==> src/rtl/fpu_dispatch_pkg.sv <==
// rtl/fpu_dispatch_pkg.sv - shared types and constants for the FPU command dispatcher
package fpu_dispatch_pkg;

    localparam int FPU_XLEN  = 32;
    localparam int NUM_UNITS = 11;

    localparam logic [3:0] UNIT_FCLASS   = 4'd0;
    localparam logic [3:0] UNIT_SIGN_INJ = 4'd1;
    localparam logic [3:0] UNIT_COMPARE  = 4'd2;
    localparam logic [3:0] UNIT_MIN_MAX  = 4'd3;
    localparam logic [3:0] UNIT_I2F      = 4'd4;
    localparam logic [3:0] UNIT_F2I      = 4'd5;
    localparam logic [3:0] UNIT_ADD_SUB  = 4'd6;
    localparam logic [3:0] UNIT_MUL      = 4'd7;
    localparam logic [3:0] UNIT_FMA      = 4'd8;
    localparam logic [3:0] UNIT_DIV      = 4'd9;
    localparam logic [3:0] UNIT_SQRT     = 4'd10;

    localparam int FLAG_NV = 4;
    localparam int FLAG_DZ = 3;
    localparam int FLAG_OF = 2;
    localparam int FLAG_UF = 1;
    localparam int FLAG_NX = 0;

    typedef enum logic [1:0] {
        ST_IDLE,
        ST_ISSUE,
        ST_WAIT_MC
    } state_e;

    typedef struct packed {
        logic [3:0]          unit;
        logic [1:0]          op;
        logic [2:0]          frm;
        logic [FPU_XLEN-1:0] a;
        logic [FPU_XLEN-1:0] b;
        logic [FPU_XLEN-1:0] c;
    } cmd_t;

    typedef struct packed {
        logic [FPU_XLEN-1:0] data;
        logic [4:0]          exc;
        logic [3:0]          unit;
        logic                illegal;
        logic                timeout;
    } res_t;

    // sign_inj and compare have no fourth sub-operation
    function automatic logic is_illegal(input logic [3:0] unit, input logic [1:0] op);
        logic ill;
        case (unit)
            UNIT_FCLASS, UNIT_MIN_MAX, UNIT_I2F, UNIT_F2I, UNIT_ADD_SUB,
            UNIT_MUL, UNIT_FMA, UNIT_DIV, UNIT_SQRT: ill = 1'b0;
            UNIT_SIGN_INJ, UNIT_COMPARE:             ill = (op == 2'b11);
            default:                                 ill = 1'b1;
        endcase
        return ill;
    endfunction

endpackage

==> src/rtl/fpu_dispatch_if.sv <==
// rtl/fpu_dispatch_if.sv - command and result handshake bundle of the FPU dispatcher
interface fpu_dispatch_if #(
    parameter int XLEN = 32
);
    logic            cmd_valid;
    logic            cmd_ready;
    logic [3:0]      cmd_unit;
    logic [1:0]      cmd_op;
    logic [2:0]      cmd_frm;
    logic [XLEN-1:0] cmd_a;
    logic [XLEN-1:0] cmd_b;
    logic [XLEN-1:0] cmd_c;

    logic            res_valid;
    logic            res_ready;
    logic [XLEN-1:0] res_data;
    logic [4:0]      res_exc;
    logic [3:0]      res_unit;
    logic            res_illegal;
    logic            res_timeout;

    modport master (
        output cmd_valid, cmd_unit, cmd_op, cmd_frm, cmd_a, cmd_b, cmd_c, res_ready,
        input  cmd_ready, res_valid, res_data, res_exc, res_unit, res_illegal, res_timeout
    );

    modport slave (
        input  cmd_valid, cmd_unit, cmd_op, cmd_frm, cmd_a, cmd_b, cmd_c, res_ready,
        output cmd_ready, res_valid, res_data, res_exc, res_unit, res_illegal, res_timeout
    );
endinterface

==> src/rtl/fpu_sync_fifo.sv <==
// rtl/fpu_sync_fifo.sv - single-clock FIFO with occupancy count, power-of-2 depth
module fpu_sync_fifo #(
    parameter int WIDTH = 8,
    parameter int DEPTH = 4
) (
    input  logic                   clk,
    input  logic                   rst_n,
    input  logic                   push,
    input  logic [WIDTH-1:0]       push_data,
    input  logic                   pop,
    output logic [WIDTH-1:0]       pop_data,
    output logic                   full,
    output logic                   empty,
    output logic [$clog2(DEPTH):0] count
);
    localparam int AW = $clog2(DEPTH);

    logic [WIDTH-1:0] mem_q [DEPTH];
    logic [AW-1:0]    wr_ptr_q, wr_ptr_d;
    logic [AW-1:0]    rd_ptr_q, rd_ptr_d;
    logic [AW:0]      count_q, count_d;
    logic             do_push, do_pop;

    always_comb begin
        do_push  = push && !full;
        do_pop   = pop && !empty;
        wr_ptr_d = wr_ptr_q + AW'(do_push);
        rd_ptr_d = rd_ptr_q + AW'(do_pop);
        count_d  = count_q + (AW+1)'(do_push) - (AW+1)'(do_pop);
    end

    always_ff @(posedge clk or negedge rst_n) begin
        if (!rst_n) begin
            wr_ptr_q <= '0;
            rd_ptr_q <= '0;
            count_q  <= '0;
        end else begin
            wr_ptr_q <= wr_ptr_d;
            rd_ptr_q <= rd_ptr_d;
            count_q  <= count_d;
        end
    end

    always_ff @(posedge clk) begin
        if (do_push) mem_q[wr_ptr_q] <= push_data;
    end

    assign pop_data = mem_q[rd_ptr_q];
    assign full     = (count_q == (AW+1)'(DEPTH));
    assign empty    = (count_q == '0);
    assign count    = count_q;

endmodule

==> src/rtl/fpu_dispatch.sv <==
// rtl/fpu_dispatch.sv - queued command issue to the FPU unit array with result queue,
// div/sqrt watchdog, sticky fflags and maskable interrupt
module fpu_dispatch
    import fpu_dispatch_pkg::*;
#(
    parameter int XLEN      = 32,
    parameter int CMD_DEPTH = 4,
    parameter int RES_DEPTH = 4,
    parameter int TIMEOUT   = 64
) (
    input  logic                 clk,
    input  logic                 rst_l,
    fpu_dispatch_if.slave        bus,
    output logic [NUM_UNITS-1:0] iss_valid_in,
    output logic [1:0]           iss_op,
    output logic [2:0]           iss_frm,
    output logic [XLEN-1:0]      iss_a,
    output logic [XLEN-1:0]      iss_b,
    output logic [XLEN-1:0]      iss_c,
    input  logic [XLEN-1:0]      dp_result,
    input  logic [4:0]           dp_exceptions,
    input  logic                 dp_mc_valid,
    output logic [4:0]           fflags,
    input  logic                 fflags_clr,
    input  logic [4:0]           irq_mask,
    output logic                 irq,
    output logic [7:0]           illegal_cnt,
    output logic                 timeout_err,
    output logic                 busy
);
    localparam int CW = $clog2(CMD_DEPTH) + 1;
    localparam int RW = $clog2(RES_DEPTH) + 1;
    localparam int TW = $clog2(TIMEOUT + 1);

    state_e        state_q, state_d;
    cmd_t          iss_q, iss_d;
    logic          iss_ill_q, iss_ill_d;
    logic [TW-1:0] wd_q, wd_d;
    logic [4:0]    fflags_q, fflags_d;
    logic [7:0]    ill_cnt_q, ill_cnt_d;
    logic          tmo_err_q, tmo_err_d;

    cmd_t          cmd_in, cmd_head;
    res_t          res_in, res_head;
    logic          cmd_push, cmd_pop, cmd_full, cmd_empty;
    logic          res_push, res_pop, res_full, res_empty;
    logic [CW-1:0] cmd_count;
    logic [RW-1:0] res_count;

    logic          iss_mc, mc_pulse, in_wait, timed_out, mc_done, issue;
    int            res_next;

    fpu_sync_fifo #(.WIDTH($bits(cmd_t)), .DEPTH(CMD_DEPTH)) u_cmd_fifo (
        .clk       (clk),
        .rst_n     (rst_l),
        .push      (cmd_push),
        .push_data (cmd_in),
        .pop       (cmd_pop),
        .pop_data  (cmd_head),
        .full      (cmd_full),
        .empty     (cmd_empty),
        .count     (cmd_count)
    );

    fpu_sync_fifo #(.WIDTH($bits(res_t)), .DEPTH(RES_DEPTH)) u_res_fifo (
        .clk       (clk),
        .rst_n     (rst_l),
        .push      (res_push),
        .push_data (res_in),
        .pop       (res_pop),
        .pop_data  (res_head),
        .full      (res_full),
        .empty     (res_empty),
        .count     (res_count)
    );

    always_comb begin
        cmd_in.unit = bus.cmd_unit;
        cmd_in.op   = bus.cmd_op;
        cmd_in.frm  = bus.cmd_frm;
        cmd_in.a    = bus.cmd_a;
        cmd_in.b    = bus.cmd_b;
        cmd_in.c    = bus.cmd_c;
        cmd_push    = bus.cmd_valid && !cmd_full;

        iss_mc    = !iss_ill_q && (iss_q.unit == UNIT_DIV || iss_q.unit == UNIT_SQRT);
        mc_pulse  = (state_q == ST_ISSUE) && iss_mc;
        in_wait   = (state_q == ST_WAIT_MC);
        timed_out = in_wait && !dp_mc_valid && (wd_q == TW'(TIMEOUT));
        mc_done   = in_wait && (dp_mc_valid || timed_out);

        res_push       = ((state_q == ST_ISSUE) && !iss_mc) || mc_done;
        res_in.data    = dp_result;
        res_in.exc     = dp_exceptions;
        res_in.unit    = iss_q.unit;
        res_in.illegal = 1'b0;
        res_in.timeout = 1'b0;
        if ((state_q == ST_ISSUE) && iss_ill_q) begin
            res_in.data    = '0;
            res_in.exc     = '0;
            res_in.illegal = 1'b1;
        end
        if (timed_out) begin
            res_in.data         = '0;
            res_in.exc          = '0;
            res_in.exc[FLAG_NV] = 1'b1;
            res_in.timeout      = 1'b1;
        end
        res_pop = bus.res_ready && !res_empty;

        // The result of a command issued now is pushed next cycle, so room is
        // judged against the occupancy after this cycle's push and pop.
        res_next = int'(res_count) + int'(res_push) - int'(res_pop);
        issue    = !cmd_empty && !res_full && (res_next < RES_DEPTH)
                   && !mc_pulse && (!in_wait || mc_done);
        cmd_pop  = issue;

        iss_d     = issue ? cmd_head : iss_q;
        iss_ill_d = issue ? is_illegal(cmd_head.unit, cmd_head.op) : iss_ill_q;

        state_d = ST_IDLE;
        if (issue)                   state_d = ST_ISSUE;
        else if (mc_pulse)           state_d = ST_WAIT_MC;
        else if (in_wait && !mc_done) state_d = ST_WAIT_MC;

        wd_d = '0;
        if (mc_pulse)                 wd_d = TW'(1);
        else if (in_wait && !mc_done) wd_d = wd_q + TW'(1);

        fflags_d  = (fflags_clr ? 5'b0 : fflags_q) | (res_push ? res_in.exc : 5'b0);
        tmo_err_d = (fflags_clr ? 1'b0 : tmo_err_q) | timed_out;
        ill_cnt_d = ill_cnt_q;
        if (res_push && res_in.illegal && ill_cnt_q != 8'hFF) ill_cnt_d = ill_cnt_q + 8'd1;
    end

    always_ff @(posedge clk or negedge rst_l) begin
        if (!rst_l) begin
            state_q   <= ST_IDLE;
            iss_q     <= '0;
            iss_ill_q <= 1'b0;
            wd_q      <= '0;
            fflags_q  <= '0;
            ill_cnt_q <= '0;
            tmo_err_q <= 1'b0;
        end else begin
            state_q   <= state_d;
            iss_q     <= iss_d;
            iss_ill_q <= iss_ill_d;
            wd_q      <= wd_d;
            fflags_q  <= fflags_d;
            ill_cnt_q <= ill_cnt_d;
            tmo_err_q <= tmo_err_d;
        end
    end

    assign iss_valid_in = ((state_q == ST_ISSUE) && !iss_ill_q)
                          ? (NUM_UNITS'(1) << iss_q.unit) : '0;
    assign iss_op   = iss_q.op;
    assign iss_frm  = iss_q.frm;
    assign iss_a    = iss_q.a;
    assign iss_b    = iss_q.b;
    assign iss_c    = iss_q.c;

    assign bus.cmd_ready   = (cmd_count < CW'(CMD_DEPTH));
    assign bus.res_valid   = !res_empty;
    assign bus.res_data    = res_head.data;
    assign bus.res_exc     = res_head.exc;
    assign bus.res_unit    = res_head.unit;
    assign bus.res_illegal = res_head.illegal;
    assign bus.res_timeout = res_head.timeout;

    assign fflags      = fflags_q;
    assign timeout_err = tmo_err_q;
    assign illegal_cnt = ill_cnt_q;
    assign irq         = (|(fflags_q & irq_mask)) | tmo_err_q;
    assign busy        = (state_q != ST_IDLE) || !cmd_empty || !res_empty;

endmodule
==> src/flat_wrapper.sv <==
// flat-port wrapper written by rule: the top's interface ports become plain ports
module fpu_dispatch_flat import fpu_dispatch_pkg::*;
#(
    parameter int XLEN      = 32,
    parameter int CMD_DEPTH = 4,
    parameter int RES_DEPTH = 4,
    parameter int TIMEOUT   = 64
)
  (clk, rst_l, iss_valid_in, iss_op, iss_frm, iss_a, iss_b, iss_c, dp_result, dp_exceptions, dp_mc_valid, fflags, fflags_clr, irq_mask, irq, illegal_cnt, timeout_err, busy, bus_cmd_valid, bus_cmd_unit, bus_cmd_op, bus_cmd_frm, bus_cmd_a, bus_cmd_b, bus_cmd_c, bus_res_ready, bus_cmd_ready, bus_res_valid, bus_res_data, bus_res_exc, bus_res_unit, bus_res_illegal, bus_res_timeout);
  fpu_dispatch_if #(.XLEN(XLEN)) bus_i ();
  input  logic clk;
  input  logic rst_l;
  output logic [NUM_UNITS-1:0] iss_valid_in;
  output logic [1:0] iss_op;
  output logic [2:0] iss_frm;
  output logic [XLEN-1:0] iss_a;
  output logic [XLEN-1:0] iss_b;
  output logic [XLEN-1:0] iss_c;
  input  logic [XLEN-1:0] dp_result;
  input  logic [4:0] dp_exceptions;
  input  logic dp_mc_valid;
  output logic [4:0] fflags;
  input  logic fflags_clr;
  input  logic [4:0] irq_mask;
  output logic irq;
  output logic [7:0] illegal_cnt;
  output logic timeout_err;
  output logic busy;
  input wire logic [$bits(bus_i.cmd_valid)-1:0] bus_cmd_valid;
  input wire logic [$bits(bus_i.cmd_unit)-1:0] bus_cmd_unit;
  input wire logic [$bits(bus_i.cmd_op)-1:0] bus_cmd_op;
  input wire logic [$bits(bus_i.cmd_frm)-1:0] bus_cmd_frm;
  input wire logic [$bits(bus_i.cmd_a)-1:0] bus_cmd_a;
  input wire logic [$bits(bus_i.cmd_b)-1:0] bus_cmd_b;
  input wire logic [$bits(bus_i.cmd_c)-1:0] bus_cmd_c;
  input wire logic [$bits(bus_i.res_ready)-1:0] bus_res_ready;
  output wire logic [$bits(bus_i.cmd_ready)-1:0] bus_cmd_ready;
  output wire logic [$bits(bus_i.res_valid)-1:0] bus_res_valid;
  output wire logic [$bits(bus_i.res_data)-1:0] bus_res_data;
  output wire logic [$bits(bus_i.res_exc)-1:0] bus_res_exc;
  output wire logic [$bits(bus_i.res_unit)-1:0] bus_res_unit;
  output wire logic [$bits(bus_i.res_illegal)-1:0] bus_res_illegal;
  output wire logic [$bits(bus_i.res_timeout)-1:0] bus_res_timeout;
  assign bus_i.cmd_valid = bus_cmd_valid;
  assign bus_i.cmd_unit = bus_cmd_unit;
  assign bus_i.cmd_op = bus_cmd_op;
  assign bus_i.cmd_frm = bus_cmd_frm;
  assign bus_i.cmd_a = bus_cmd_a;
  assign bus_i.cmd_b = bus_cmd_b;
  assign bus_i.cmd_c = bus_cmd_c;
  assign bus_i.res_ready = bus_res_ready;
  assign bus_cmd_ready = bus_i.cmd_ready;
  assign bus_res_valid = bus_i.res_valid;
  assign bus_res_data = bus_i.res_data;
  assign bus_res_exc = bus_i.res_exc;
  assign bus_res_unit = bus_i.res_unit;
  assign bus_res_illegal = bus_i.res_illegal;
  assign bus_res_timeout = bus_i.res_timeout;
  fpu_dispatch #(.XLEN(XLEN), .CMD_DEPTH(CMD_DEPTH), .RES_DEPTH(RES_DEPTH), .TIMEOUT(TIMEOUT)) u_core (.clk(clk), .rst_l(rst_l), .bus(bus_i), .iss_valid_in(iss_valid_in), .iss_op(iss_op), .iss_frm(iss_frm), .iss_a(iss_a), .iss_b(iss_b), .iss_c(iss_c), .dp_result(dp_result), .dp_exceptions(dp_exceptions), .dp_mc_valid(dp_mc_valid), .fflags(fflags), .fflags_clr(fflags_clr), .irq_mask(irq_mask), .irq(irq), .illegal_cnt(illegal_cnt), .timeout_err(timeout_err), .busy(busy));
endmodule
==> config.mk <==
export PLATFORM = sky130hd
export DESIGN_NAME = fpu_dispatch_flat
export DESIGN_NICKNAME = d
export VERILOG_FILES = /design/src/rtl/fpu_dispatch_pkg.sv /design/src/rtl/fpu_dispatch_if.sv /design/src/rtl/fpu_sync_fifo.sv /design/src/rtl/fpu_dispatch.sv /design/src/flat_wrapper.sv
export SDC_FILE = /design/constraint.sdc
export NUM_CORES = 1
export LEC_CHECK = 0
export ABC_AREA = 1
export CAP_MARGIN = 30
export CORE_ASPECT_RATIO = 1.5
export CORE_MARGIN = 3
export CORE_UTILIZATION = 51
export DETAILED_ROUTE_END_ITERATION = 8
export PLACE_DENSITY = 0.8
export SLEW_MARGIN = 10
export SYNTH_ARGS = -nofsm -noshare
export SYNTH_HDL_FRONTEND = slang
export SYNTH_SLANG_ARGS = --single-unit
==> constraint.sdc <==
create_clock -name clk -period 9 [get_ports clk]
set_input_delay 2.25 -clock clk [delete_from_list [all_inputs] [get_ports clk]]
set_output_delay 2.25 -clock clk [all_outputs]
set_load 0.005 [all_outputs]
**After elaboration in Yosys (flattened, before gate mapping)**

Memories as Yosys holds them, arrays and structs flattened.
Cells that the tools add are included.
Widths: inputs -> output; s select.

- Bits in registers: 143
- RAM bits: 592
- Output and inout bits: 173
- Memories: 2

- Add/sub/neg operators: 12
- $lt $le $gt $ge: 2
- Equal/unequal tests: 19
- Shifts and indexed selects: 1
- Mux-type cells: 18
- Bitwise gates (word level): 4
- Reduce and logical (&&, ||, !) cells: 44

Memory list:

| name | depth | width | rd ports | clocked after Yosys merged registers in | wr ports | RTL line | text |
|---|---|---|---|---|---|---|---|
| u_core.u_cmd_fifo.mem_q | 4 | 105 | 1 | 0 | 1 | fpu_sync_fifo.sv:18 | `logic [WIDTH-1:0] mem_q [DEPTH];` |
| u_core.u_res_fifo.mem_q | 4 | 43 | 1 | 0 | 1 | fpu_sync_fifo.sv:18 |  |

Operators by type and width:

| operator | count |
|---|---|
| $mux 37 | 2 |
| $lt 32x4->1 const B | 1 |
| $sub 32x2->32 | 1 |
| $logic_and 1x1->1 | 21 |
| $eq 4x4->1 const B | 5 |
| $eq 4x3->1 const B | 4 |
| $mux 7 | 2 |
| $mux 11 | 1 |
| $shl 1x4->11 const A | 1 |
| $logic_not 1->1 | 10 |
| $mux 5 | 2 |
| $reduce_or 9->1 | 1 |
| $add 2x1->2 | 4 |
| $add 8x1->8 const B | 1 |
| $eq 4x2->1 const B | 2 |
| $ne 8x8->1 const B | 1 |
| $add 7x1->7 const B | 1 |
| $eq 7x7->1 const B | 1 |
| $mux 1 | 7 |
| $add 3x1->3 | 2 |
| $eq 3x3->1 const B | 2 |
| $logic_not 3->1 | 2 |
| $logic_or 1x1->1 | 6 |
| $mux 2 | 3 |
| other kinds (14) | 17 |

**Longest topological paths before layout**

Gate-level depths: netlist of the first run.

- Depth after elaboration: 14
- Gate-level depth with buffers: 27
- Depth with buffers taken out: 26

**Cells and area by module**

Synthesis of the first run repeated with hierarchy kept, for this count alone.

- Cells, all modules: 2500
- Area, all modules: 29678.5 µm²

Modules (own cells, without submodules):

| module | instances | cells an instance | area each (µm²) | seq. area each (µm²) |
|---|---|---|---|---|
| fpu_sync_fifo at u_core.u_cmd_fifo | 1 | 1167 | 16178.0 | 12787.3 |
| fpu_sync_fifo at u_core.u_res_fifo | 1 | 505 | 6855.3 | 5340.1 |
| fpu_dispatch | 1 | 828 | 6645.1 | 3228.1 |

**Least setup slack after synthesis of the first run**

OpenSTA, ideal clock, no wires.

- Path kind: input to register
- From: in bus_cmd_valid
- To: mem u_core.u_cmd_fifo.mem_q[0][0] (netlist bit), enable pin
- Setup time: 698 ps
- Arrival: 9467 ps
- Data required time: 8302 ps
- Path slack: -1165 ps
- Cell stages on the path: 2
- Path buffers: 0
- Cells stage by stage: nand2_1 nor3_1

- Longest elaborated chain between the ends: 4

RTL lines:

| element | RTL line | text |
|---|---|---|
| start: declaration | flat_wrapper.sv:29 | `input wire logic [$bits(bus_i.cmd_valid)-1:0] bus_cmd_valid;` |
| $logic_and 1x1->1 | fpu_dispatch.sv:84 | `cmd_push = bus.cmd_valid && !cmd_full;` |
| $logic_and 1x1->1 | fpu_sync_fifo.sv:25 | `do_push = push && !full;` |
| $mux 1 | fpu_sync_fifo.sv:45 | `if (do_push) mem_q[wr_ptr_q] <= push_data;` |
| $mux 1 (not written as such) | fpu_sync_fifo.sv:45 |  |
| end: declaration | fpu_sync_fifo.sv:18 |  |

No other way between the ends.

**Final worst setup path of the first run**

- From: in dp_mc_valid
- To: reg u_core.iss_q, in the netlist u_core.iss_b[13]

- Longest elaborated chain between the ends: 12
- Elaborated cells on any way between the ends: 13
- Those cells by class: add/sub (2); order compare (1); reduce/logical (10)

RTL lines:

| element | RTL line | text |
|---|---|---|
| start: declaration | flat_wrapper.sv:21 | `input logic dp_mc_valid;` |
| $logic_not 1->1 | fpu_dispatch.sv:89 | `timed_out = in_wait && !dp_mc_valid && (wd_q == TW'(TIMEOUT));` |
| $logic_and 1x1->1 (2 in series) | fpu_dispatch.sv:89 |  |
| $logic_or 1x1->1 * | fpu_dispatch.sv:90 | `mc_done = in_wait && (dp_mc_valid \|\| timed_out);` |
| $logic_and 1x1->1 * | fpu_dispatch.sv:90 |  |
| $logic_or 1x1->1 | fpu_dispatch.sv:92 | `res_push = ((state_q == ST_ISSUE) && !iss_mc) \|\| mc_done;` |
| $add 3x1->4 | fpu_dispatch.sv:113 | `res_next = int'(res_count) + int'(res_push) - int'(res_pop);` |
| $sub 32x2->32 | fpu_dispatch.sv:113 |  |
| $lt 32x4->1 | fpu_dispatch.sv:114 | `issue = !cmd_empty && !res_full && (res_next < RES_DEPTH)` |
| $logic_and 1x1->1 | fpu_dispatch.sv:114 |  |
| $logic_and 1x1->1 | fpu_dispatch.sv:115 | `&& !mc_pulse && (!in_wait \|\| mc_done);` |
| $logic_and 1x1->1 * | fpu_dispatch.sv:115 |  |
| end signal: assignment | fpu_dispatch.sv:147 | `iss_q <= iss_d;` |
| end: declaration | fpu_dispatch.sv:36 | `cmd_t iss_q, iss_d;` |

Every way passes the cells marked *; elsewhere a longest branch is shown, timed or not.
A chain may end at the register's enable or synchronous reset.

==> flow_summary_export.csv, run 1 <==
group,metric,value,unit
power,total_power,12.6,mW
power,vdd.ir_drop.worst,312,µV
timing,fin_worst_hold_slack,477,ps
floorplanning,die_height,298,µm
flow_run,drv_cap,0,
finish,synthToLayoutAreaGrowth,18.9,%
floorplanning,core_region_area,0.0560,mm²
synthesis,yosysSeqAreaShare,73.8,%
placed_design,hpwl,40.9,mm
critical_path,worst_ep_arrival,7110,ps
cts,post_cts.repair.setup_buffers,0,
cts,cts_tree,"done",
timing,clock.fmax,0.152,GHz
run_status,outcome,"finished, final reports clean",
timing,setup_ws,2420,ps
floorplanning,start_util,51.7,%
synthesis,yosys.area_share.xor_xnor,0.485,%
power,share_seq_of_total_power,41.2,%
floorplanning,io_pins,326,
drt,dr.first_iter.drc_count,1636,
synthesis,postSynthNetCount,2505,
cts,insertion_delay,610,ps
critical_path,r2r_cells,24,
cts,clock-root-buffer,"sky130_fd_sc_hd__clkbuf_16",
timing,unrepaired_setup_endpoints_after_global_routing,"no",
timing,worstMarginPinSlew,1000,ps
min_path,min_delay_worst_endpoint,"u_core.iss_c[1]",
synthesis,synthesis.area_per_instance,12.4,µm²
global_route,grt_first_pass_wirelength,107,mm
power,p_per_area,365,mW/mm²
global_route,pin_count_of_the_biggest_net_entering_global_routing,99,
power,pwr-share-comb,36.4,%
synthesis,syn_warnings,0,
placed_design,io_buffers,325,
global_route,number_of_global_route_vias_before_repair,19400,
synthesis,yosys_register_bits,735,
critical_path,timing.critical_path.from_type,"input pin",
floorplanning,x_dimension_of_the_die,200,µm
power,p_int,7.97,mW
synthesis,post_synthesis_simple_gate_area_fraction,11.4,%
finish,multiInputGateArea,0.00610,mm²
drt,wire_per_inst,20.5,µm
cts,post_cts_resize_count,0,
timing,layout_min_cycle_time,6580,ps
synthesis,synth-compound-area-share,8.27,%
synthesis,synthAdderAreaFrac,0.701,%
floorplanning,fp.dieArea,0.0597,mm²
finish,drive_gt1_share,5.91,%
cts,clk_transition_reported_paths,60,ps
timing,final.setup_skew,23.1,ps
synthesis,syn_area,0.0289,mm²
critical_path,timing_worst_setup_path_type,"input pin to flip-flop",
synthesis,synth.lib_cells_used.distinct,32,
cts,cts-buffers-inserted,68,
critical_path,cp.required,9520,ps
min_path,worst_hold_path_type,"flip-flop to flip-flop",
timing,setup-violations-final,0,
cts,cts_num_sinks,735,
placed_design,gp_congestion,0.804,
critical_path,timing.rr.start,"u_core.wd_q[0]",
placed_design,placed_area,0.0322,mm²
timing,slew_headroom,33.3,%
power,p_sw,4.59,mW
cts,ctsHtreeMaxLevel,3,
critical_path,end_kind,"flip-flop",
power,clkPwrFrac,22.5,%
timing,final-hold-violation-count,0,
timing,period_utilization,73.1,%
power,cellLeakagePower,12.6,nW
timing,slew_violations,0,
placed_design,preCtsSetupSlack,1760,ps
global_route,gr-total-overflow,0,
synthesis,post_synth_mux_area_share,0,%
critical_path,worstReg2RegEnd,"u_core.iss_b[13]",
floorplanning,rows,106,
global_route,gr-usage-all-layers,22.7,%
drt,num_vias,18700,
finish,final_design_area_no_fill,0.0344,mm²
finish,layout.filler_cells,4140,
drt,firstDrtPassIters,5,
cts,clock_tree.buffer_depth,3,
min_path,min_delay_path_depth,2,
synthesis,synth-main-ff-cell,"sky130_fd_sc_hd__edfxtp_1",
drt,drt_drc_violations_left,0,
critical_path,critPathMaxFanout,68,
synthesis,synthArstFlopShare,19.5,%
finish,total_area_of_sequential_cells,0.0214,mm²
global_route,grt_antenna_before_repair,18,
min_path,worstHoldStart,"u_core.iss_c[1]",
drt,detail-route-antenna-nets,0,
timing,setup_total_negative_slack,0,ps
synthesis,synth_top_family_by_area,"simple AND/OR/NAND/NOR gates",
drt,routed_wirelength,68.8,mm
synthesis,postSynthCellCount,2337,
cts,postCtsHoldBufs,0,
drt,route.detailed.vias_per_inst,5.56,
critical_path,worst-r2r-setup-slack,3870,ps
synthesis,synth-edff-count,592,
power,swShare,36.5,%
finish,layout.nets,2702,
per-layer routing:
| metal | GRT usage, % | up-vias | share of wire, % |
|---|---|---|---|
| li1 | - | 8492 | - |
| met1 | 26.8 | 9223 | 37 |
| met2 | 39.9 | 832 | 52 |
| met3 | 5.01 | 122 | 8.2 |
| met4 | 10.1 | 4 | 3.0 |
| met5 | 0 | - | 0.038 |
stage by stage:
stage	std cells	util, %
6_report	3360	61.5
5_1_grt	3357	61.5
4_1_cts	3346	61.4
3_5_place_dp	3220	57.4
3_3_place_gp	3216	57.3
2_1_floorplan	2337	-
cells in the mapped netlist (25+ instances only):
| cell | n | share of area, % |
|---|---|---|
| sky130_fd_sc_hd__nand2_1 | 454 | 5.9 |
| sky130_fd_sc_hd__edfxtp_1 | 592 | 61 |
| sky130_fd_sc_hd__o21ai_0 | 294 | 5.1 |
| sky130_fd_sc_hd__nor2_1 | 350 | 4.5 |
| sky130_fd_sc_hd__o22ai_1 | 142 | 3.1 |
| sky130_fd_sc_hd__inv_1 | 43 | 0.56 |
| sky130_fd_sc_hd__clkbuf_1 | 86 | 1.1 |
| sky130_fd_sc_hd__buf_4 | 103 | 2.7 |
| sky130_fd_sc_hd__dfrtp_1 | 143 | 12 |
| sky130_fd_sc_hd__nand3_1 | 28 | 0.48 |
| sky130_fd_sc_hd__buf_2 | 25 | 0.43 |
cells by family (layout without fill, tap and decap cells):
kind of cell	count (synthesis)	after routing
fa+ha+maj	15	15
compound gates	440	440
flops	735	735
other cells	0	14
buf+inv	276	529
xor+xnor	16	16
simple gates	855	855
worst max-delay path, cell delays in order:
cell	delay, ps
sky130_fd_sc_hd__clkdlybuf4s50_1	440
sky130_fd_sc_hd__nor2_1	110
sky130_fd_sc_hd__nand3_1	160
sky130_fd_sc_hd__nor2_4	110
sky130_fd_sc_hd__buf_4	430
sky130_fd_sc_hd__o21ai_0	140
sky130_fd_sc_hd__nand2_1	210
sky130_fd_sc_hd__ha_1	240
sky130_fd_sc_hd__ha_1	190
sky130_fd_sc_hd__inv_1	50
sky130_fd_sc_hd__nand2_1	70
sky130_fd_sc_hd__nand2_1	70
sky130_fd_sc_hd__nand4_1	90
sky130_fd_sc_hd__inv_1	50
sky130_fd_sc_hd__ha_1	260
sky130_fd_sc_hd__nand3_1	70
sky130_fd_sc_hd__nand2_1	140
sky130_fd_sc_hd__nand2_4	340
sky130_fd_sc_hd__inv_4	520
sky130_fd_sc_hd__buf_4	760
sky130_fd_sc_hd__nand2_1	160
sky130_fd_sc_hd__nand2_1	120
worst max-delay path by stage:
stage,startpoint,slack [ps],to
2_1_floorplan,bus_cmd_valid,-1170,u_core.u_cmd_fifo.mem_q[0][0]
3_3_place_gp,dp_mc_valid,1870,u_core.u_cmd_fifo.count[2]
3_5_place_dp,dp_mc_valid,1760,u_core.u_cmd_fifo.count[2]
4_1_cts,dp_mc_valid,2400,u_core.u_cmd_fifo.count[2]
5_1_grt,dp_mc_valid,1950,u_core.u_cmd_fifo.count[2]
6_report,dp_mc_valid,2420,u_core.iss_b[13]
cell type report:
type / count / area share, %
inverter: 49 / 0.560
clock inverter: 30 / 0.884
antenna: 14 / 0.102
multi-input combinational: 1326 / 17.7
clock buffer: 96 / 5.55
tap: 756 / 2.75
sequential: 735 / 62.1
timing repair buffer: 354 / 10.3
registers in the layout, indices dropped and copies added, names as in the netlist, 3 cells and up:
signal,count
u_core.iss_c,32
u_core.iss_frm,3
u_core.iss_b,32
u_core.u_res_fifo.count,3
u_core.u_cmd_fifo.mem_q,420
u_core.u_cmd_fifo.count,3
u_core.illegal_cnt,8
u_core.wd_q,7
u_core.fflags,5
u_core.iss_a,32
u_core.iss_q,4
u_core.u_res_fifo.mem_q,172
power groups by stage:
stage | registers (mW) | logic [mW] | clock network [mW]
after floorplan | 5.10 | 3.08 | 0
after global placement | 5.18 | 4.31 | 0
after detailed placement | 5.22 | 4.58 | 0
after CTS | 5.17 | 4.61 | 2.88
after global routing | 5.24 | 5.06 | 3.03
final | 5.17 | 4.57 | 2.83
cells in the final DEF (no fill, tap or decap), drive strengths merged, types with 2 or more instances in the layout:
master         instances
nor3                  13
clkinvlp               2
nor2                 351
buf                   30
o21ai                295
fa                     2
diode                 14
bufinv                 3
o22ai                142
ha                    13
edfxtp               592
xnor2                  5
xor2                  11
clkinv                23
clkdlybuf4s50        324
nand4                  2
clkbuf                96
nor3b                  2
nand3                 29
inv                   51
dfrtp                143
nand2                457
(Power assumes the default switching activity.)
==> inputs of run 2 (changes only) <==
Settings changed: CORE_UTILIZATION 51 to 56, PLACE_DENSITY 0.8 to 0.84.
Clock period 9 ns to 6.3 ns, I/O delays scaled along.
==> flow_summary_export.csv, run 2 (synthesized netlist as in run 1, its figures left out) <==
group,metric,value,unit
power,cellLeakagePower,12.5,nW
floorplanning,fp.dieArea,0.0545,mm²
cts,clk_transition_reported_paths,60,ps
drt,route.detailed.vias_per_inst,5.76,
global_route,gr-usage-all-layers,24.4,%
cts,ctsHtreeMaxLevel,2,
drt,wire_per_inst,20.8,µm
critical_path,cell_family_with_the_largest_share_of_critical_path_delay,"buffers and inverters",
critical_path,critPathMaxFanout,67,
finish,largest_register,"u_core.u_cmd_fifo.mem_q",
drt,drt_drc_violations_left,0,
cts,postCtsHoldBufs,0,
timing,slew_violations,0,
critical_path,end_kind,"flip-flop",
placed_design,gp_congestion,0.772,
floorplanning,start_util,56.9,%
cts,cts_num_sinks,735,
timing,final-hold-violation-count,0,
timing,clock.fmax,0.195,GHz
drt,firstDrtPassIters,6,
critical_path,timing_worst_setup_path_type,"input pin to flip-flop",
flow_run,drv_cap,0,
finish,final_core_util,67.0,%
critical_path,timing.critical_path.depth,18,
critical_path,crit_chain,"clkdlybuf4s50_1 > nor2_1 > nand3_1 > nor2_2 > o21ai_0 > nand2_1 > ha_1 > ha_1 > nor2_1 > nand4_1 > inv_1 > ha_1 > nand3_1 > nand2_1 > nand2_4 > buf_4 > buf_4 > o21ai_0",
min_path,worst_hold_path_type,"flip-flop to flip-flop",
finish,final_cell_mix,"592 x sky130_fd_sc_hd__edfxtp_1, 454 x sky130_fd_sc_hd__nand2_1, 345 x sky130_fd_sc_hd__nor2_1",
cts,clock_tree.buffer_depth,3,
global_route,gr-total-overflow,0,
critical_path,path_buf_inv,4,
cts,post_cts.repair.setup_buffers,0,
cts,clock-root-buffer,"sky130_fd_sc_hd__clkbuf_16",
drt,detail-route-antenna-nets,0,
placed_design,io_buffers,325,
cts,cts_tree,"done",
finish,multiInputGateArea,0.00609,mm²
global_route,number_of_global_route_vias_before_repair,19700,
floorplanning,x_dimension_of_the_die,192,µm
min_path,worstHoldStart,"u_core.iss_b[23]",
floorplanning,core_region_area,0.0508,mm²
power,p_per_area,519,mW/mm²
power,total_power,17.7,mW
critical_path,endpoint,"u_core.iss_q[101]",
finish,reg.largest.list,"u_core.u_cmd_fifo.mem_q: 420 flops, u_core.u_res_fifo.mem_q: 172 flops",
floorplanning,io_pins,326,
timing,slew_headroom,37.2,%
drt,dr.first_iter.drc_count,1448,
finish,synthToLayoutAreaGrowth,17.7,%
placed_design,hpwl,38.7,mm
finish,largest_register_ffs,420,
finish,layout.nets,2691,
critical_path,worst_ep_arrival,5580,ps
critical_path,cp.required,6760,ps
timing,setup-violations-final,0,
finish,layout.filler_cells,3421,
cts,insertion_delay,650,ps
finish,total_area_of_sequential_cells,0.0214,mm²
floorplanning,die_height,284,µm
timing,setup_total_negative_slack,0,ps
global_route,grt_antenna_before_repair,13,
timing,layout_min_cycle_time,5120,ps
finish,drive_gt1_share,5.67,%
critical_path,timing.critical_path.from_type,"input pin",
timing,final.setup_skew,44.7,ps
placed_design,placed_cells,3129,
drt,routed_wirelength,67.5,mm
timing,unrepaired_setup_endpoints_after_global_routing,"no",
global_route,grt_first_pass_wirelength,104,mm
critical_path,crit_path_max_incr_delay,750,ps
drt,num_vias,18700,
critical_path,worst_setup_path_startpoint,"dp_mc_valid",
critical_path,worst-r2r-setup-slack,1790,ps
cts,post_cts_resize_count,0,
critical_path,critical_path.slowest_cell,"sky130_fd_sc_hd__buf_4",
finish,layout_commonest_cell,"sky130_fd_sc_hd__edfxtp_1",
critical_path,worst_path_most_repeated_cell,"sky130_fd_sc_hd__ha_1",
cts,cts-buffers-inserted,61,
power,vdd.ir_drop.worst,465,µV
critical_path,r2r_cells,18,
finish,fin_cells,3251,
timing,worstMarginPinSlew,942,ps
critical_path,worstReg2RegEnd,"u_core.iss_q[101]",
critical_path,timing.rr.start,"u_core.iss_q[101]",
timing,period_utilization,81.3,%
run_status,outcome,"finished, final reports clean",
floorplanning,rows,101,
global_route,pin_count_of_the_biggest_net_entering_global_routing,127,
[run 2: changes by cell type in the layout (fill, tap and decap cells not counted), moves of 2 or more]
| cell | before | now |
|---|---|---|
| sky130_fd_sc_hd__buf_16 | 4 | 0 |
| sky130_fd_sc_hd__clkinvlp_4 | 2 | 7 |
| sky130_fd_sc_hd__clkinv_1 | 9 | 14 |
| sky130_fd_sc_hd__clkbuf_1 | 19 | 6 |
| sky130_fd_sc_hd__clkinv_8 | 3 | 0 |
| sky130_fd_sc_hd__bufinv_16 | 3 | 5 |
| sky130_fd_sc_hd__buf_12 | 0 | 4 |
| sky130_fd_sc_hd__diode_2 | 14 | 7 |
| sky130_fd_sc_hd__clkbuf_16 | 69 | 62 |
| sky130_fd_sc_hd__buf_4 | 25 | 21 |
[run 2: worst reg2reg max path, stage by stage, from the launching register on]
cell,delay [ps]
sky130_fd_sc_hd__dfrtp_1,540
sky130_fd_sc_hd__inv_2,170
sky130_fd_sc_hd__nand2_1,100
sky130_fd_sc_hd__a21oi_2,250
sky130_fd_sc_hd__nand2_1,90
sky130_fd_sc_hd__nand3_1,80
sky130_fd_sc_hd__nand2_1,210
sky130_fd_sc_hd__ha_1,290
sky130_fd_sc_hd__ha_1,280
sky130_fd_sc_hd__nor2_1,160
sky130_fd_sc_hd__nand4_1,130
sky130_fd_sc_hd__inv_1,80
sky130_fd_sc_hd__ha_1,210
sky130_fd_sc_hd__nand3_1,80
sky130_fd_sc_hd__nand2_1,110
sky130_fd_sc_hd__nand2_4,90
sky130_fd_sc_hd__buf_4,480
sky130_fd_sc_hd__buf_4,790
sky130_fd_sc_hd__o21ai_0,210
[run 2: routing by layer]
metal / wire, µm / global-route usage [%]
met1: 23900 / 27.7
met2: 35200 / 43.6
met3: 6000 / 5.90
met4: 2360 / 10.6
met5: 80 / 0
[run 2: layout make-up]
class                      count  area share, %
sequential                   735           62.7
multi-input combinational   1326           17.9
inverter                      49          0.559
clock inverter                40           1.14
clock buffer                  75           4.91
timing repair buffer         350           10.3
tap                          669           2.46
antenna                        7         0.0514
[run 2: worst min path at each step]
stage | slack (ps) | end | cells past startpoint
2_1_floorplan | 450 | u_core.iss_a[0] | 2
3_3_place_gp | 470 | u_core.iss_b[5] | 2
3_5_place_dp | 470 | u_core.iss_c[10] | 2
4_1_cts | 480 | u_core.iss_a[25] | 2
5_1_grt | 520 | u_core.iss_a[13] | 2
6_report | 480 | u_core.iss_b[23] | 2
[run 2: stage by stage]
step	worst slack, ps	hold WS, ps	area (µm²)
detailed placement	586	468	32000
CTS	1260	484	34000
finish	1180	481	34100
floorplan	-3190	450	28900
global route	881	518	34000
global placement	764	467	32000
[run 2: power by group]
group | leakage, nW | switching (mW) | internal (mW) | total [mW]
logic | 4.31 | 4.12 | 2.39 | 6.51
registers | 7.20 | 0.648 | 6.71 | 7.36
clock network | 0.986 | 1.69 | 2.10 | 3.79
==> RTL change, RTL diff (config.mk and constraints of run 2) <==
`CMD_DEPTH` is set to 4 in 2 places; all go to 2.
--- a/src/rtl/fpu_dispatch.sv
+++ b/src/rtl/fpu_dispatch.sv
@@ -4,7 +4,7 @@
     import fpu_dispatch_pkg::*;
 #(
     parameter int XLEN      = 32,
-    parameter int CMD_DEPTH = 4,
+    parameter int CMD_DEPTH = 2,
     parameter int RES_DEPTH = 4,
     parameter int TIMEOUT   = 64
 ) (
--- a/src/flat_wrapper.sv
+++ b/src/flat_wrapper.sv
@@ -2,7 +2,7 @@
 module fpu_dispatch_flat import fpu_dispatch_pkg::*;
 #(
     parameter int XLEN      = 32,
-    parameter int CMD_DEPTH = 4,
+    parameter int CMD_DEPTH = 2,
     parameter int RES_DEPTH = 4,
     parameter int TIMEOUT   = 64
 )
Formal check against the unedited RTL: not equivalent (Yosys sat finds a counterexample within 4 cycles, from zero or initial values and one cycle with rst_l low).
==> RTL change against run 2 <==
  * Final cell count fell by 21%
  * Setup slack improved by 0.29 ns
  * Hold slack worse by 0.012 ns
  * Fmax increased by 6.1%
  * Sequential cell count decreased by 213
  * Total power down 22%
  * Sequential share of layout area is 4.3 points lower
  * Clock power shrank 26%
  * Core utilization grew 2.2 points
  * Area after synthesis shrank 27%
  * Global-route usage is 0.17 points lower
  * Final area is 25% lower
  * Sequential power shrank 26%
  * Routed wire length decreased by 27%
  * Critical path type unchanged
==> RTL change: results (changes against run 2) <==
Clock Power = 2.82 mW (-26%)
Tightest Pin Transition = 0.858 ns (-0.0849 ns)
Sequential Area = 0.0150 mm² (-30%)
Share of synthesized registers carrying an async set or reset = 26.8% (+7.4 points)
Clock period minus worst slack = 4.83 ns (-0.294 ns)
Met1 GRT Util = 29.1% (+1.4 points)
Worst-path maximum fanout = 59 (-12%)
Status = complete, no violations
Placed cell count = 2489 (-20%)
First-pass GRT wire length = 76500 µm (-26%)
Clk_lat worst skew = 0.57 ns (-0.08 ns)
Clock skew = 0.0149 ns (-0.0297 ns)
Layout cell share with drive strength beyond 1 = 5.65% (-0.021 points)
Drt initial violations = 1307 (-9.7%)
Initial antenna violation count = 8 (-5)
Net count, final = 2221 (-17%)
Routed len/inst = 19.2 µm (-7.4%)
Met2 Use GR = 42.1% (-1.5 points)
HP Start = u_core.iss_c[27]$_DFFE_PN0N_
CTS Buf Count = 45 (-26%)
Largest registers = u_core.u_cmd_fifo.mem_q (210), u_core.u_res_fifo.mem_q (172)
Slowest stage delay, CP = 0.64 ns (-0.11 ns)
M1 WL = 17500 µm (-27%)
GR Layer Usage met3 = 5.90% (about the same)
Avg Inst Size Synth = 11.4 µm² (-7.8%)
Hold Path End = u_core.iss_c[27]$_DFFE_PN0N_
Reg2reg path depth = 21 (+3)
Leading cell types by count after synthesis = nand2_1 (605), edfxtp_1 (382), nor2_1 (154), dfrtp_1 (140), nand3_1 (115)
CLK BUF = 63 (-16%)
Leak pwr = 10.4 nW (-17%)
Final non-filler cell total = 2580 (-21%)
Switching Share = 37.5% (+0.88 points)
Non-clock buffer count = 348 (-0.57%)
RD Place Congestion = 0.807 (+4.5%)
RTL change: changes by cell type after synthesis, sizes merged, moves of 4 or more:
cell,delta
buf,-19
clkbuf,-16
edfxtp,-210
inv,+6
nand2,+151
nand3,+87
nand4,+4
nor2,-196
o21ai,-196
o22ai,-99
RTL change: cell families after synthesis:
group	count (synthesis)	synth area share, %
simple gates	902	17.1
flops	522	71.0
buf+inv	246	6.45
compound gates	146	3.75
fa+ha+maj	16	0.984
xor+xnor	15	0.622
mux	2	0.107
RTL change: metrics by stage:
stage / area (µm²) / power, mW / hold WS, ns
4_1_cts: 25600 / 13.9 / 0.474
2_1_floorplan: 21100 / 8.97 / 0.443
5_1_grt: 25600 / 14.6 / 0.485
6_report: 25600 / 13.8 / 0.469
3_5_place_dp: 24100 / 11.0 / 0.458
3_3_place_gp: 24000 / 10.6 / 0.455
RTL change: tightest hold or removal path: cells and delay by family, from the launching register on:
family	cells	cell delay (ns)
simple gates	2	0.09
flops	1	0.34
